## src/rtl/tree_router_node.sv

```systemverilog
// rtl/tree_router_node.sv - tree interconnect node: per-input FIFOs, address routing, per-output round-robin register stage
// Optional per-output forward counters with TREE_ROUTER_STATS_EN.
module tree_router_node #(
    parameter int WIDTH       = 11,
    parameter int ADDR_W      = 3,
    parameter int NUM_CHILD   = 2,
    parameter int SUB_W       = 2,
    parameter int NODE_PREFIX = 0,
    parameter int IS_ROOT     = 0,
    parameter int DEPTH       = 4
) (
    input  logic                       clk,
    input  logic                       reset,
    input  logic [WIDTH-1:0]           parent_in_data,
    input  logic                       parent_in_valid,
    output logic                       parent_in_ready,
    output logic [WIDTH-1:0]           parent_out_data,
    output logic                       parent_out_valid,
    input  logic                       parent_out_ready,
    input  logic [NUM_CHILD*WIDTH-1:0] child_in_data,
    input  logic [NUM_CHILD-1:0]       child_in_valid,
    output logic [NUM_CHILD-1:0]       child_in_ready,
    output logic [NUM_CHILD*WIDTH-1:0] child_out_data,
    output logic [NUM_CHILD-1:0]       child_out_valid,
    input  logic [NUM_CHILD-1:0]       child_out_ready
`ifdef TREE_ROUTER_STATS_EN
    ,
    output logic [(NUM_CHILD+1)*16-1:0] stat_fwd_count
`endif
);

    localparam int NUM_IN  = NUM_CHILD + 1;
    localparam int CHILD_W = $clog2(NUM_CHILD);
    localparam int IDX_W   = $clog2(NUM_IN);
    localparam int AW      = $clog2(DEPTH);
    localparam int PW      = AW + 1;
    localparam int PFX_W   = (ADDR_W > SUB_W) ? (ADDR_W - SUB_W) : 1;
    localparam logic [PFX_W-1:0] PFX = PFX_W'(NODE_PREFIX);

    logic [WIDTH-1:0]  in_data [NUM_IN];
    logic [NUM_IN-1:0] in_valid;
    logic [NUM_IN-1:0] in_ready;
    logic [NUM_IN-1:0] head_valid;
    logic [NUM_IN-1:0] pop;
    logic [WIDTH-1:0]  head [NUM_IN];
    logic [IDX_W-1:0]  route [NUM_IN];

    logic [WIDTH-1:0]  out_data [NUM_IN];
    logic [NUM_IN-1:0] out_valid;
    logic [NUM_IN-1:0] out_ready;
    logic [NUM_IN-1:0] can_load;
    logic [NUM_IN-1:0] gnt_any;
    logic [IDX_W-1:0]  gnt_idx [NUM_IN];
    logic [IDX_W-1:0]  last_grant [NUM_IN];

    for (genvar i = 0; i < NUM_IN; i++) begin : g_in
        logic [WIDTH-1:0] mem [DEPTH];
        logic [PW-1:0]    wr_ptr;
        logic [PW-1:0]    rd_ptr;
        logic             full;
        logic             go_up;

        if (i < NUM_CHILD) begin : g_child
            assign in_data[i]        = child_in_data[i*WIDTH +: WIDTH];
            assign in_valid[i]       = child_in_valid[i];
            assign child_in_ready[i] = in_ready[i];
        end else begin : g_parent
            assign in_data[i]      = parent_in_data;
            assign in_valid[i]     = parent_in_valid;
            assign parent_in_ready = in_ready[i];
        end

        assign full          = (wr_ptr[AW] != rd_ptr[AW]) && (wr_ptr[AW-1:0] == rd_ptr[AW-1:0]);
        assign head_valid[i] = (wr_ptr != rd_ptr);
        assign head[i]       = mem[rd_ptr[AW-1:0]];

        if (i == NUM_CHILD && IS_ROOT != 0) begin : g_no_parent
            assign in_ready[i] = 1'b0;
        end else begin : g_rdy
            assign in_ready[i] = !reset && !full;
        end

        // Only child traffic can climb; the parent link always descends.
        if (i < NUM_CHILD && IS_ROOT == 0 && SUB_W < ADDR_W) begin : g_up
            assign go_up = (head[i][WIDTH-1 -: PFX_W] != PFX);
        end else begin : g_down
            assign go_up = 1'b0;
        end

        assign route[i] = go_up ? IDX_W'(NUM_CHILD)
                                : IDX_W'(head[i][WIDTH-1-(ADDR_W-SUB_W) -: CHILD_W]);

        always_ff @(posedge clk) begin
            if (reset) begin
                wr_ptr <= '0;
                rd_ptr <= '0;
            end else begin
                if (in_valid[i] && in_ready[i]) begin
                    mem[wr_ptr[AW-1:0]] <= in_data[i];
                    wr_ptr              <= wr_ptr + PW'(1);
                end
                if (pop[i]) begin
                    rd_ptr <= rd_ptr + PW'(1);
                end
            end
        end
    end

    for (genvar o = 0; o < NUM_CHILD; o++) begin : g_cout
        assign child_out_data[o*WIDTH +: WIDTH] = out_data[o];
        assign child_out_valid[o]               = out_valid[o];
        assign out_ready[o]                     = child_out_ready[o];
    end
    assign parent_out_data   = out_data[NUM_CHILD];
    assign parent_out_valid  = (IS_ROOT == 0) && out_valid[NUM_CHILD];
    assign out_ready[NUM_CHILD] = parent_out_ready;

    // Each head requests exactly one output, so at most one grant can pop any FIFO.
    always_comb begin
        logic [IDX_W-1:0] c_idx;
        c_idx    = '0;
        pop      = '0;
        gnt_any  = '0;
        can_load = '0;
        for (int o = 0; o < NUM_IN; o++) begin
            gnt_idx[o]  = last_grant[o];
            can_load[o] = !out_valid[o] || out_ready[o];
            for (int k = 1; k <= NUM_IN; k++) begin
                c_idx = IDX_W'((int'(last_grant[o]) + k) % NUM_IN);
                if (!gnt_any[o] && can_load[o] && head_valid[c_idx] && route[c_idx] == IDX_W'(o)) begin
                    gnt_any[o] = 1'b1;
                    gnt_idx[o] = c_idx;
                end
            end
            if (gnt_any[o]) begin
                pop[gnt_idx[o]] = 1'b1;
            end
        end
    end

`ifdef TREE_ROUTER_STATS_EN
    logic [15:0] fwd_cnt [NUM_IN];
    for (genvar o = 0; o < NUM_IN; o++) begin : g_stat
        assign stat_fwd_count[o*16 +: 16] = fwd_cnt[o];
    end
`endif

    always_ff @(posedge clk) begin
        if (reset) begin
            out_valid <= '0;
            for (int o = 0; o < NUM_IN; o++) begin
                out_data[o]   <= '0;
                last_grant[o] <= IDX_W'(NUM_IN - 1);
`ifdef TREE_ROUTER_STATS_EN
                fwd_cnt[o]    <= '0;
`endif
            end
        end else begin
            for (int o = 0; o < NUM_IN; o++) begin
                if (gnt_any[o]) begin
                    out_data[o]   <= head[gnt_idx[o]];
                    out_valid[o]  <= 1'b1;
                    last_grant[o] <= gnt_idx[o];
                end else if (out_ready[o]) begin
                    out_valid[o]  <= 1'b0;
                end
`ifdef TREE_ROUTER_STATS_EN
                if (out_valid[o] && out_ready[o] && fwd_cnt[o] != 16'hFFFF) begin
                    fwd_cnt[o] <= fwd_cnt[o] + 16'd1;
                end
`endif
            end
        end
    end

endmodule

```

## config.mk

```make
export PLATFORM = sky130hd
export DESIGN_NAME = tree_router_node
export DESIGN_NICKNAME = d
export VERILOG_FILES = /design/src/rtl/tree_router_node.sv
export SDC_FILE = /design/constraint.sdc
export NUM_CORES = 1
export LEC_CHECK = 0
export BUFFER_PORTS_ARGS = -buffer_cell sky130_fd_sc_hd__buf_4
export CORE_AREA = 2 2 147 149
export CTS_BUF_LIST = sky130_fd_sc_hd__clkbuf_2
export DETAILED_ROUTE_END_ITERATION = 8
export DIE_AREA = 0 0 149 151
export GPL_TIMING_DRIVEN = 0
export SKIP_LAST_GASP = 1
export SLEW_MARGIN = 5
export SYNTH_ARGS = -nofsm -noshare
export SYNTH_HDL_FRONTEND = slang
export SYNTH_SLANG_ARGS = --single-unit
```

## constraint.sdc

```tcl
create_clock -name clk -period 3.5 [get_ports clk]
set_input_delay 0.175 -clock clk [delete_from_list [all_inputs] [get_ports clk]]
set_output_delay 0.175 -clock clk [all_outputs]
set_load 0.02 [all_outputs]
```

Yosys cells after proc, flatten, opt, wreduce, memory -nomap -nowiden
Memories as Yosys holds them, arrays and structs flattened. A register that Yosys moved wholly into a read port is not among the register bits.
Cells that the tools add are included.

cells by class
  bitwise logic cells = 20
  reduce and logical (&&, ||, !) cells = 58
  add/sub/neg operators = 15
  multiplexer cells = 121
  $lt $le $gt $ge = 27
  div/mod/pow operators = 9
  equal/unequal tests = 15

operators with widths
  cell                                                         count
  remainder unit 32 x 3 -> 32 bit (second input constant)      9
  2-to-1 mux 11 bit                                            9
  2-to-1 mux 2 bit                                             38
  binary-select mux 11 bit (select 2 bit)                      3
  2-to-1 mux 1 bit                                             47
  binary-select mux 2 bit (select 2 bit)                       9
  >= comparator 3 bit (second input constant)                  12
  logical AND 1 bit                                            36
  less-than comparator 2 x 3 -> 1 bit (second input constant)  12
  NOT 2 -> 3 bit                                               12
  adder 2 x 2 -> 3 bit (second input constant)                 6
  adder 3 x 1 -> 3 bit (second input constant)                 6
  binary-select mux 1 bit (select 2 bit)                       9
  logical NOT 1 bit                                            13
  adder 2 x 1 -> 3 bit (second input constant)                 3
  2-to-1 mux 3 bit                                             3
  inequality test 3 bit                                        3
  demux 1 bit (select 2 bit)                                   3
  equality test 2 x 1 -> 1 bit (second input constant)         3
  equality test 2 bit                                          3
  equality test 2 bit (second input constant)                  3
  >= comparator 2 x 1 -> 1 bit (second input constant)         3
  logical NOT 2 bit                                            3
  OR 1 bit                                                     6
  4 further kinds                                              11

storage, ports and cells
  word-level logic and storage cells = 279
  memory bits (writable) = 171
  memories = 5
  flip-flop bits (word level) = 21
  input bits = 41

memories
  name         words  width  rd ports  clocked after memory_dff  wr ports  line  RTL
  g_in[0].mem  4      11     1         1                         1         57    logic [WIDTH-1:0] mem [DEPTH];
  g_in[1].mem  4      11     1         1                         1         57
  g_in[2].mem  4      11     1         1                         1         57
  out_data     3      11     3         0                         3         48    logic [WIDTH-1:0] out_data [NUM_IN];
  last_grant   3      2      3         0                         3         54    logic [IDX_W-1:0] last_grant [NUM_IN];

Longest topological paths before layout
Gate-level depths: netlist of run 1.
An unclocked memory read counts as a cell.

  depth after elaboration = 31
  depth in mapped cells = 12
  mapped depth without buffers = 11

Least setup slack after synthesis of run 1
OpenSTA, ideal clock, no wires.

  path kind = reg2reg
  start = register with a tool-made name
  end = memory out_data[1][9] (netlist: out_data[0][20]) (data pin)
  cell stages (with the launch flop) = 12
  path slack = 0.269 ns
  data arrival time = 2.965 ns
  data required time = 3.234 ns
  cells stage by stage = dfxtp_1 > buf_6 > mux4_2 > nand2b_4 > o41ai_4 > nor4_1 > o41ai_4 > buf_4 > mux2i_1 > nor2_1 > a31oi_1 > nor2_1

RTL lines
  what       line
  to (decl)  48

==> impl_metrics.yaml, run 1 <==
status:
  run_status: "complete, no violations"
synthesis:
  yosysWarnings: 0
  ys_seq_area_share_pct: 61.4
  yosys.area.top_type_share_pct: 55.5
  yosysTopAreaCell: "edfxtp_1"
  synth_seq_cells: 198
  synth_area_um2: 9250
  synth_common_cells: "171 x edfxtp_1, 80 x nor2_1, 34 x mux4_2, 27 x dfxtp_1, 25 x mux2i_1"
  synth_edf_count: 171
  syn_area_per_cell_um2: 14.3
  syn-num-nets: 708
  yosysUniqueCellTypes: 72
  synth.most_common_cell: "edfxtp_1"
  postSynth.asyncResetShare_pct: 0
  yosys-top-cells-area: "edfxtp_1 56%, mux4_2 8.3%, dfxtp_1 5.8%, nor2_1 3.2%, ha_1 2.8%"
  synth_ff_type: "edfxtp_1"
  synthCells: 646
drt:
  drtIter0Drc: 412
  wire_per_inst_um: 20.6
  vias: 6040
  drtPass1Iterations: 5
  routed_wirelength_mm: 22.2
  drc_errors: 0
  ant_nets: 0
  vias_per_cell: 5.60
global_route:
  grtUsageTotal_pct: 20.3
  antenna_found_initial: 1
  grt_pass1_vias: 6062
  grt_pass1_wl_mm: 34.1
  overflow: 0
  grt_max_degree: 20
clock_network:
  htreeDepth: 4
  clock-sinks: 198
  clockRootBuffer: "clkbuf_2"
  numCtsBuffers: 17
  clkTransAtPathRegs_ns: 0.30
  cts_tree: "yes"
  clock_latency_ns: 0.77
  clk_path_buf_depth: 2
timing:
  max_slew_margin_pct: 38.9
  min_period_ns: 3.44
  worst_slack_ns: 0.0608
  worst_slew_pin_slew_ns: 0.917
  setup_tns_ns: 0
  skew_ns: 0.0271
  rsz0062_at_grt: "yes"
  layout_worst_path_cycle_share_pct: 98.3
  slew_violations: 0
  hold_viol: 0
  finalHoldWorstSlack_ns: 0.117
  setup_viol: 0
  clock.fmax_mhz: 291
floorplan:
  dieArea_um2: 22500
  die_y_um: 151
  fp.coreArea_um2: 20800
  io_pins: 80
  start_util_pct: 44.4
  core.rowCount: 53
  die_w_um: 149
setup_path:
  cp_slowest_cell: "mux4_2"
  slowest_delay_ns: 0.61
  crit_arrival_ns: 4.02
  path_buf_inv: 2
  worstRegToRegCells: 10
  cp.required_ns: 4.08
  critPathKind: "reg -> reg"
  cp_top_family: "compound AO/OA/AOI/OAI gates"
  end_kind: "flop"
  r2r_setup_slack_ns: 0.06
  r2r_end: "out_data[0][5]$_SDFFCE_PP0P_"
  critPathMaxFanout: 10
  critPathLaunchType: "flop"
  path_cells: "buf_2 > mux4_2 > o2111a_1 > a21oi_1 > o32ai_2 > a211oi_2 > buf_4 > mux2i_1 > o21a_1 > nor2_1"
place:
  hpwlAfterDp_mm: 15.9
  place_ws_ns: -0.474
  gp_congestion: 0.853
  placedCellCount: 999
  numPortBuffers: 78
power:
  irDropWorstVdd_mv: 0.441
  powerDensity_nw_per_um2: 899
  p_leak_nw: 4.00
hold_path:
  holdCritPathClass: "in -> reg"
  hp-start: "child_in_data[16]"
  min_to: "g_in[1].mem[3][5]$_DFFE_PP_"
  whs_path_depth: 2
cells_and_area:
  nNetsFinal: 851
  drive_gt1_share_pct: 25.2
  area_delta_synth_final_pct: 18.2
  final_core_util_pct: 52.5
  fin_cells: 1078
job:
  max_cap_viol_count: 0
## worst max path at each step
stage,from,slack [ns],end,cells past startpoint
final,flop,0.06,out_data[0][5]$_SDFFCE_PP0P_,10
after detailed placement,flop,-0.47,out_data[0][18]$_SDFFCE_PP0P_,11
after global placement,flop,-0.41,out_data[0][18]$_SDFFCE_PP0P_,11
after floorplan,flop,0.27,out_data[0][20]$_SDFFCE_PP0P_,11
after global routing,flop,-0.03,out_data[0][8]$_SDFFCE_PP0P_,11
after CTS,flop,0.008,out_data[0][5]$_SDFFCE_PP0P_,11
## registers in the layout (all words and copies together), names as in the netlist, named ones only
signal / flops
g_in.mem: 132
out_data: 33
g_in.rd_ptr: 9
g_in.wr_ptr: 9
last_grant: 6
out_valid: 3
## layout by cell type (no fill, tap or decap), drive strengths merged, types with 5 or more instances in the layout
cell         netlist  routed
nand3             14      14
and3              13      13
dfxtp             27      27
dlygate4sd3        0      39
o21ai              9       9
buf               11      96
o21a              13      13
nand2             12      12
inv               17      23
a21oi             20      20
and2               5       5
edfxtp           171     171
clkinv             0       6
mux4              34      34
nor2b              9       9
ha                21      21
xor2              11      11
xnor2             13      13
mux2              13      13
clkbuf            17      34
nor2              80      80
a31oi             18      18
mux2i             25      25
o31ai              7       7
a22oi             10      10
nand2b            12      12
## through the flow
step | cell area, um2 | total power [mW]
after floorplan | 9250 | 7.01
after global placement | 10200 | 8.35
after detailed placement | 10200 | 8.46
after CTS | 10800 | 9.67
after global routing | 10900 | 10.4
final | 10900 | 9.82
## report_power, final
part | switching [mW] | internal (mW) | leakage, nW
combinational | 3.20 | 2.25 | 2.04
clock | 0.846 | 0.220 | 0.131
sequential | 0.222 | 3.08 | 1.83
total | 4.27 | 5.55 | 4.00
## cell families after synthesis
family	share of synthesized area (%)
AOI/OAI and AO/OA	9.47
xor gates and xnor gates	2.27
adders and majority gates	3.06
buffers and inverters	2.00
DFF	61.4
muxes	12.6
and+or+nand+nor	9.23
## per-layer routing
| metal | vias up | global-route usage, % | share of wire, % |
|---|---|---|---|
| li1 | 2810 | - | - |
| met4 | 0 | 6.10 | 1.9 |
| met1 | 3043 | 26.3 | 43 |
| met2 | 159 | 35.1 | 51 |
| met3 | 28 | 3.58 | 3.7 |
| met5 | - | 0 | 0 |
## repair_timing
action,in CTS,in global routing
hold endpoints to repair,141,0
endpoints found under the setup margin,66,65
setup buffers,3,4
hold buffers,39,0
resized for setup,12,23
cloned,0,1
pin swaps,1,5
## cell type report
| type | instances | area (um2) |
|---|---|---|
| flip-flops and latches | 198 | 5680 |
| clock inverters | 14 | 140 |
| plain buffers | 27 | 146 |
| clock buffers | 17 | 85.1 |
| well taps | 275 | 344 |
| repair buffers | 125 | 1040 |
| fillers | 1811 | 9890 |
| diodes | 2 | 5.00 |
| multi-input cells | 403 | 3430 |
| inverters | 17 | 63.8 |
Power figures use the tool's default switching activity.
==> run 2: changes to the inputs <==
Settings changed: GPL_TIMING_DRIVEN 0 to not set, SETUP_SLACK_MARGIN set to 0.15.
==> impl_metrics.yaml, run 2 (synthesis gave the netlist of run 1 again) <==
hold_path:
  hp-start: "child_in_data[16]"
  holdCritPathClass: "in -> reg"
  whs_path_depth: 2
  min_to: "g_in[1].mem[3][5]$_DFFE_PP_"
clock_network:
  clkTransAtPathRegs_ns: 0.32
  clock-sinks: 198
  numCtsBuffers: 17
  cts_tree: "yes"
  clockRootBuffer: "clkbuf_2"
  htreeDepth: 4
  clock_latency_ns: 0.75
  clk_path_buf_depth: 2
place:
  numPortBuffers: 79
  placedCellCount: 996
  gp_congestion: 0.938
  placed_cell_area_um2: 10300
  hpwlAfterDp_mm: 15.6
cells_and_area:
  fin_cells: 1074
  area_delta_synth_final_pct: 19.1
  drive_gt1_share_pct: 25.6
  fillers: 1824
  design_area_um2: 11000
  final_common_cell: "edfxtp_1"
  regArea_um2: 5680
  largest_reg_flops: 132
  mostFrequentLayoutCells: "171 x edfxtp_1, 102 x buf_4, 80 x nor2_1, 44 x dlygate4sd3_1, 34 x mux4_2"
  final_core_util_pct: 52.9
  multiInputGateArea_um2: 3430
  nNetsFinal: 847
timing:
  worst_slew_pin_slew_ns: 0.760
  setup_viol: 0
  setup_tns_ns: 0
  hold_viol: 0
  min_period_ns: 3.22
  rsz0062_at_grt: "no"
  skew_ns: 0.0431
  layout_worst_path_cycle_share_pct: 91.9
  clock.fmax_mhz: 311
  slew_violations: 0
  max_slew_margin_pct: 49.3
global_route:
  grtUsageTotal_pct: 19.7
  grt_pass1_vias: 5908
  grt_max_degree: 35
  grt_pass1_wl_mm: 33.1
  antenna_found_initial: 1
  overflow: 0
power:
  power.total_mw: 9.91
  powerDensity_nw_per_um2: 900
  irDropWorstVdd_mv: 0.546
  p_leak_nw: 4.06
floorplan:
  io_pins: 80
  die_w_um: 149
  fp.coreArea_um2: 20800
  dieArea_um2: 22500
  die_y_um: 151
  core.rowCount: 53
  start_util_pct: 44.4
drt:
  vias_per_cell: 5.52
  ant_nets: 0
  top_layer_used: "met4"
  drtPass1Iterations: 6
  drc_errors: 0
  wl_met3_um: 694
  drtIter0Drc: 508
  wl_met1_mm: 9.32
  routed_wirelength_mm: 21.4
  wire_per_inst_um: 20.0
  routed-wl-met2_mm: 11.0
  vias: 5932
setup_path:
  end_kind: "flop"
  critPathMaxFanout: 9
  worstRegToRegCells: 8
  r2r_end: "g_in[0].rd_ptr[1]$_SDFFE_PP0P_"
  critPathLaunchType: "flop"
  crit_arrival_ns: 3.89
  cp.required_ns: 4.17
  r2r_setup_slack_ns: 0.28
  critPathKind: "reg -> reg"
job:
  max_cap_viol_count: 0
status:
  run_status: "complete, no violations"
## run 2: layout make-up
cell class	instances	area share, %
Antenna cell	1	0.0227
Clock buffer	17	0.773
Clock inverter	15	1.50
Inverter	17	0.579
Multi-Input combinational cell	403	31.2
Sequential cell	198	51.6
Tap cell	275	3.12
Timing Repair Buffer	148	11.2
## run 2: power by group
| part | internal [mW] | switching, mW | total [mW] | leakage [nW] |
|---|---|---|---|---|
| registers | 3.07 | 0.217 | 3.29 | 1.83 |
| clock network | 0.235 | 0.860 | 1.10 | 0.148 |
| logic | 2.31 | 3.22 | 5.53 | 2.08 |
## run 2: critical path: stages (launching register included)
cell and delay, ns:
dfxtp_4 0.46, mux4_2 0.63, or4_4 0.57, a221o_1 0.31, o32ai_1 0.22, a211oi_2 0.17, o311ai_1 0.49, nand2_1 0.14
a21oi_1 0.15
## run 2: worst max path at each step
stage,from,endpoint,cells after the start
finish,flop,g_in[0].rd_ptr[1]$_SDFFE_PP0P_,8
global route,flop,g_in[2].rd_ptr[1]$_SDFFE_PP0P_,12
CTS,g_in[1].wr_ptr[0]$_SDFFE_PP0P_,g_in[2].rd_ptr[1]$_SDFFE_PP0P_,12
detailed placement,g_in[2].wr_ptr[0]$_SDFFE_PP0P_,g_in[2].rd_ptr[1]$_SDFFE_PP0P_,11
global placement,g_in[2].wr_ptr[0]$_SDFFE_PP0P_,flop,11
floorplan,flop,out_data[0][20]$_SDFFCE_PP0P_,11
## run 2: per-layer routing
metal / vias to the layer above / GRT usage, %
li1: 2788 / -
met1: 2992 / 25.4
met2: 126 / 33.9
met3: 26 / 3.67
met4: 0 / 6.05
met5: - / 0
## run 2: per-stage QoR
step	hold WS (ns)	setup slack [ns]
final	0.123	0.285
after global routing	0.00647	0.153
after CTS	0.0190	0.179
after detailed placement	0.377	0.0487
after global placement	0.373	0.135
after floorplan	0.274	0.269
## run 2: repair_timing
item                                    in CTS  in global routing
gates resized for setup                      4                 11
endpoints found under the hold margin      164                  0
hold buffers                                44                  0
setup buffers                                0                  1
pin swaps                                    0                  0
endpoints found under the setup margin      27                 40
==> run 3: changes to the inputs <==
Settings changed: CORE_AREA 2 2 147 149 to 5 5 150 152, DIE_AREA 0 0 149 151 to 0 0 155 157.
==> impl_metrics.yaml, run 3 (synthesis gave the netlist of run 1 again) <==
setup_path:
  r2r_end: "g_in[1].rd_ptr[2]$_SDFFE_PP0P_"
  cp_top_family: "compound AO/OA/AOI/OAI gates"
  critPathLaunchType: "flop"
  r2r_setup_slack_ns: 0.29
  crit_start: "g_in[2].mem[3][9]$_DFFE_PP_"
  critPathKind: "reg -> reg"
  worstSetupEndpoint: "g_in[1].rd_ptr[2]$_SDFFE_PP0P_"
  r2r_start: "g_in[2].mem[3][9]$_DFFE_PP_"
  crit_cells: 9
  crit_arrival_ns: 3.91
  worstRegToRegCells: 9
  path_buf_inv: 0
  end_kind: "flop"
  cp.required_ns: 4.20
  slowest_delay_ns: 0.64
  path_cells: "mux4_2 > o311ai_0 > o41ai_4 > o31a_1 > a211oi_2 > o21ai_0 > o221a_2 > or3_1 > a21oi_1"
  cp_slowest_cell: "mux4_2"
  critPathMaxFanout: 11
clock_network:
  clock_latency_ns: 0.78
  clockRootBuffer: "clkbuf_2"
  numCtsBuffers: 17
  clock-sinks: 198
  clk_path_buf_depth: 2
  htreeDepth: 4
  cts_tree: "yes"
  clkTransAtPathRegs_ns: 0.31
place:
  placed_cell_area_um2: 10300
  gp_congestion: 0.920
  numPortBuffers: 79
  place_ws_ns: 0.129
  placedCellCount: 998
  hpwlAfterDp_mm: 16.2
status:
  run_status: "complete, no violations"
floorplan:
  io_pins: 80
  die_y_um: 157
  fp.coreArea_um2: 20900
  die_w_um: 155
  core.rowCount: 53
  dieArea_um2: 24300
  start_util_pct: 44.3
global_route:
  grtUsageTotal_pct: 18.3
  grt_max_degree: 35
  antenna_found_initial: 1
  grt_pass1_vias: 6141
  grt_pass1_wl_mm: 34.1
  overflow: 0
timing:
  setup_viol: 0
  hold_viol: 0
  setup_tns_ns: 0
  worst_slew_pin_slew_ns: 0.731
  skew_ns: 0.0363
  slew_violations: 0
  min_period_ns: 3.21
  clock.fmax_mhz: 312
  layout_worst_path_cycle_share_pct: 91.7
  finalHoldWorstSlack_ns: 0.117
  worst_slack_ns: 0.291
  rsz0062_at_grt: "no"
  max_slew_margin_pct: 51.3
drt:
  ant_nets: 0
  wire_per_inst_um: 20.4
  routed_wirelength_mm: 22.0
  drc_errors: 0
  vias: 6057
  drtPass1Iterations: 5
  vias_per_cell: 5.61
  drtIter0Drc: 377
cells_and_area:
  final_core_util_pct: 52.9
  drive_gt1_share_pct: 26.5
  nNetsFinal: 853
  fin_cells: 1080
  area_delta_synth_final_pct: 19.5
  final_common_cell: "edfxtp_1"
  design_area_um2: 11100
  fillers: 1799
  mostFrequentLayoutCells: "171 x edfxtp_1, 104 x buf_4, 80 x nor2_1, 45 x dlygate4sd3_1, 34 x mux4_2"
  largest_reg_flops: 132
power:
  irDropWorstVdd_mv: 0.515
  power.total_mw: 9.92
  p_leak_nw: 4.08
  powerDensity_nw_per_um2: 898
hold_path:
  holdCritPathClass: "in -> reg"
job:
  max_cap_viol_count: 0
-- run 3: changes by cell type in the layout (fill, tap and decap cells not counted), moves of 2 or more --
| cell | change |
|---|---|
| buf_6 | +2 |
| o311ai_1 | -2 |
| clkinv_8 | -3 |
| inv_6 | +2 |
| buf_4 | +2 |
-- run 3: how the worst min path moves through the flow --
stage,slack (ns),start,end,cells after the start
2_1_floorplan,0.27,child_in_data[0],g_in[0].mem[0][0]$_DFFE_PP_,0
3_3_place_gp,0.37,parent_in_data[1],g_in[2].mem[3][1]$_DFFE_PP_,1
3_5_place_dp,0.38,child_in_data[20],g_in[1].mem[1][9]$_DFFE_PP_,1
4_1_cts,0.02,parent_in_data[6],g_in[2].mem[0][6]$_DFFE_PP_,2
5_1_grt,0.005,parent_in_data[6],g_in[2].mem[2][6]$_DFFE_PP_,2
6_report,0.12,parent_in_data[10],g_in[2].mem[1][10]$_DFFE_PP_,2
-- run 3: worst reg2reg max path, cell delays in order (launching register included) --
cell	delay (ns)
edfxtp_1	0.47
mux4_2	0.64
o311ai_0	0.23
o41ai_4	0.23
o31a_1	0.35
a211oi_2	0.29
o21ai_0	0.12
o221a_2	0.32
or3_1	0.32
a21oi_1	0.16
-- run 3: repair_timing --
action / in CTS / in global routing
setup endpoints to repair: 4 / 46
pin swaps: 0 / 1
hold buffers: 43 / 2
gates resized for setup: 1 / 16
hold endpoints to repair: 159 / 3
buffers inserted: 0 / 4
-- run 3: final cells by class --
| type | count | area, um2 | share of cell area (%) |
|---|---|---|---|
| antenna | 1 | 2.50 | 0.0226 |
| clock buffer | 18 | 90.1 | 0.815 |
| clock inverter | 14 | 135 | 1.22 |
| inverter | 17 | 63.8 | 0.577 |
| multi-input combinational | 403 | 3430 | 31.0 |
| sequential | 198 | 5680 | 51.4 |
| tap | 275 | 344 | 3.11 |
| timing repair buffer | 154 | 1310 | 11.8 |
-- run 3: per-layer routing --
metal	vias up	GRT usage (%)	share of wire [%]
li1	2809	-	-
met2	162	32.2	52
met5	-	0	0
met1	3056	23.3	42
met4	0	5.00	1.5
met3	30	3.63	4.7
-- run 3: power by group --
group | leakage [nW] | switching [mW] | internal (mW)
Sequential | 1.83 | 0.210 | 3.07
Clock | 0.143 | 0.835 | 0.226
Combinational | 2.11 | 3.18 | 2.40
